==> config.mk <==
export PLATFORM = sky130hd
export DESIGN_NAME = if_id_register
export DESIGN_NICKNAME = d
export VERILOG_FILES = /design/src/rtl/if_id_register.sv
export SDC_FILE = /design/constraint.sdc
export NUM_CORES = 1
export LEC_CHECK = 0
export ABC_AREA = 1
export CORE_MARGIN = 4
export CORE_UTILIZATION = 40
export CTS_BUF_LIST = sky130_fd_sc_hd__clkbuf_8
export DETAILED_ROUTE_END_ITERATION = 8
export HOLD_SLACK_MARGIN = 0.03
export PLACE_DENSITY = 0.8
export SYNTH_ARGS = -nofsm -noshare
export SYNTH_HDL_FRONTEND = slang
export SYNTH_SLANG_ARGS = --single-unit
==> constraint.sdc <==
create_clock -name clkk -period 5.26 [get_ports clkk]
set_input_delay 1.052 -clock clkk [delete_from_list [all_inputs] [get_ports clkk]]
set_output_delay 1.052 -clock clkk [all_outputs]
set_load 0.01 [all_outputs]
==> src/rtl/if_id_register.sv <==
// IF/ID pipeline register: captures fetch output on hit, bubbles on miss/flush, holds on stall.
// Also keeps saturating miss/stall/flush counters and the longest I-cache miss streak.
module if_id_register #(
  parameter logic [31:0] NOP_WORD = 32'h0000_0000,
  parameter int          CNT_W    = 16
) (
  input  logic             clkk,
  input  logic             rstt,
  input  logic [31:0]      adderOutput,
  input  logic [31:0]      ins,
  input  logic             hitt,
  input  logic             stall,
  input  logic             flush,
  output logic [31:0]      idIns,
  output logic [31:0]      idPcPlus4,
  output logic             idValid,
  output logic [CNT_W-1:0] missCnt,
  output logic [CNT_W-1:0] stallCnt,
  output logic [CNT_W-1:0] flushCnt,
  output logic [CNT_W-1:0] maxMiss
);

  localparam logic [0:0] RUN  = 1'b0;
  localparam logic [0:0] MISS = 1'b1;

  logic [0:0]       state, state_nxt;
  logic [CNT_W-1:0] miss_len, miss_len_nxt;

  function automatic logic [CNT_W-1:0] sat_inc(input logic [CNT_W-1:0] v);
    return (&v) ? v : v + CNT_W'(1);
  endfunction

  always_comb begin
    state_nxt    = state;
    miss_len_nxt = miss_len;
    case (state)
      RUN: begin
        if (!hitt) begin
          state_nxt    = MISS;
          miss_len_nxt = CNT_W'(1);
        end
      end
      default: begin
        if (hitt) begin
          state_nxt    = RUN;
          miss_len_nxt = '0;
        end else begin
          miss_len_nxt = sat_inc(miss_len);
        end
      end
    endcase
  end

  // Fetch data is only sampled when hitt=1, so garbage on a miss never propagates.
  always_ff @(posedge clkk) begin
    if (rstt) begin
      idIns     <= NOP_WORD;
      idPcPlus4 <= '0;
      idValid   <= 1'b0;
    end else if (flush) begin
      idIns     <= NOP_WORD;
      idPcPlus4 <= '0;
      idValid   <= 1'b0;
    end else if (!stall) begin
      if (hitt) begin
        idIns     <= ins;
        idPcPlus4 <= adderOutput;
        idValid   <= 1'b1;
      end else begin
        idIns     <= NOP_WORD;
        idValid   <= 1'b0;
      end
    end
  end

  always_ff @(posedge clkk) begin
    if (rstt) begin
      state    <= RUN;
      miss_len <= '0;
      maxMiss  <= '0;
      missCnt  <= '0;
      stallCnt <= '0;
      flushCnt <= '0;
    end else begin
      state    <= state_nxt;
      miss_len <= miss_len_nxt;
      if (miss_len_nxt > maxMiss) maxMiss <= miss_len_nxt;
      if (!hitt)           missCnt  <= sat_inc(missCnt);
      if (stall && !flush) stallCnt <= sat_inc(stallCnt);
      if (flush)           flushCnt <= sat_inc(flushCnt);
    end
  end

endmodule

==> metrics.yaml <==
synth:
  synthFlopType: "dfxtp_1"
  ys_async_sr_fraction: 0
  synth_cell_type_count: 35
  synth_top_area_frac: 0.418
  synth_warnings: 0
  ys_top_cells_by_area: "dfxtp_1 42%, nand2_1 16%, nor2_1 8.2%, a21oi_1 6.3%, inv_1 4.5%"
  synth_common_cells: "290 x nand2_1, 152 x nor2_1, 146 x dfxtp_1"
  synth_seq_cells: 146
  syn_area_per_cell_um2: 6.90
  synthCells: 1014
  netlist_area_um2: 6990
  synth.yosys.seq_area_share: 0.418
  synth_most_common_cell: "nand2_1"
  synth_nets: 1103
  synth_area_leader_cell: "dfxtp_1"
  synth_edf_count: 0
setup_path:
  arrival_ns: 4.25
  cp-end-kind: "flip-flop"
  cp_data_required_time_ns: 5.61
  cp_max_fo: 19
  path_class: "input pin to flip-flop"
  cp-start-kind: "input pin"
timing:
  finalHoldViolCount: 0
  grt_setup_unrepaired: "false"
  fin_setup_tns_ns: 0
  fin_skew_ns: 0.0135
  tightest_slew_ns: 1.15
  setup_viol: 0
  fin_crit_ns: 3.90
  fin_crit_sh: 0.742
  postLayoutSetupSlackWorst_ns: 1.36
  hold_ws_ns: 0.455
  fmax_ghz: 0.256
  slew_headroom: 0.235
  slew_violations: 0
clock_network:
  cts_htree_levels: 4
  clk_pin_slew_ns: 0.09
  cts_root_buf: "clkbuf_8"
  clkLatencyLatePin_ns: 0.46
  numCtsBuffers: 17
  postCtsSetupBuffers: 0
  cts_resized: 0
  cts_tree: "done"
  cts.sinks: 146
  postCtsHoldBufs: 0
  ctsLongestPathBuffers: 2
hold_path:
  hold_path_class: "flip-flop to flip-flop"
layout:
  diodes: 0
  multi_input_area_um2: 3530
  syn2layout_area_growth_pct: 35.5
  final_cells: 1434
  seqCellArea_um2: 2920
  stdcell_area_um2: 9470
  fillCellCount: 1647
  drive_gt1_frac: 0.0546
  post-route-util: 0.550
  fin_nets: 1285
power_and_ir_drop:
  power_density_nw_per_um2: 298
  vdd_drop_max_mv: 0.267
  p_total_mw: 2.83
  leakagePower_nw: 3.75
detailed_routing:
  drt_iter0_drc: 321
  avgViaCountPerCell: 4.83
  finalWirelength_mm: 19.3
  drt-pass1-iter-count: 7
  drc: 0
  vias: 6922
  post_drt_wl_per_cell_um: 13.5
  ant_nets: 0
floorplan:
  initial_core_util: 0.406
  dieWidth_um: 140
  io_pins: 198
  fp.dieArea_um2: 19700
  rows: 48
  die_h_um: 140
  design.core.area_um2: 17200
placed_design:
  dp_hpwl_mm: 14.2
  io_buffers: 197
  post-place-ws_ns: 0.977
  post-place-cells: 1402
  gp_congestion: 0.859
  placed_area_um2: 9080
grt:
  grt-ovfl-total: 0
  antenna_found_initial: 0
  grt_max_degree: 65
  grt_pass1_wl_mm: 31.5
  grt_pass1_vias: 6492
  grt_usage: 0.195
outcome:
  status: "finished clean"
run:
  max_cap_violations: 0
## layout by cell type, fill, tap and decap left out, types with 3 or more instances in the layout
cell type	instances
nand2_2	6
inv_2	5
xnor2_1	11
xor2_1	21
a21oi_1	88
clkinv_4	4
dfxtp_1	146
buf_4	7
inv_1	83
and2_1	3
nor3_1	17
nor2_4	4
a21oi_2	6
clkdlybuf4s50_1	196
o21ai_0	55
ha_1	20
nor2_1	151
inv_6	3
nand3_1	38
clkbuf_8	19
nand2_1	290
nand4_1	14
## metal layers
metal | GRT usage | wire [um] | vias up
li1 | - | - | 3580
met1 | 0.223 | 7920 | 3125
met2 | 0.329 | 9370 | 189
met3 | 0.0833 | 1650 | 28
met4 | 0.0632 | 411 | 0
met5 | 0 | 0 | -
## layout make-up
cell class / instances / area share
repair buffers: 204 / 0.213
clock buffers: 19 / 0.0276
multi-input cells: 739 / 0.373
clock inverters: 13 / 0.0135
inverters: 88 / 0.0349
well taps: 225 / 0.0297
flip-flops and latches: 146 / 0.309
## report_power, final
group / internal [mW] / switching (mW)
Combinational: 0.321 / 0.417
Clock: 0.408 / 0.465
Sequential: 1.18 / 0.0387
Total: 1.90 / 0.921
## worst paths after layout
check / end / slack [ns] / cells after the start / startpoint
setup reg to reg: maxMiss[3] / 1.91 / 24 / miss_len[0]
setup / recovery: maxMiss[3] / 1.36 / 19 / hitt
hold reg to reg: idValid / 0.45 / 2 / idValid
hold / removal: idValid / 0.45 / 2 / idValid
## logic make-up (layout without fill, tap and decap cells)
kind of cell	after synthesis	in the layout	synth area share
flip-flops	146	146	0.418
XOR/XNOR	32	32	0.0401
buffers and inverters	129	324	0.0784
AO/OA/AOI/OAI	154	154	0.115
adder cells (fa/ha/maj)	20	20	0.0358
AND/OR/NAND/NOR	533	533	0.313
## sequential cells by signal, indices dropped and copies added, names as in the netlist
signal	cells
idIns	32
idValid	1
miss_len	16
maxMiss	16
missCnt	16
flushCnt	16
idPcPlus4	32
state	1
stallCnt	16
## worst max-delay path: stages
cell	delay, ns
clkdlybuf4s50_1	0.55
inv_1	0.18
nor2_1	0.35
inv_1	0.15
o21ai_0	0.35
ha_1	0.32
nand2_1	0.09
inv_1	0.04
nand2_1	0.05
nand2_1	0.05
nand2_1	0.06
nand2_1	0.05
nand2_1	0.05
nand2_1	0.04
nand2_1	0.40
buf_4	0.29
nand2_1	0.07
nand2_1	0.06
nor2_1	0.06
No activity file was read; power rests on OpenSTA's default activity.
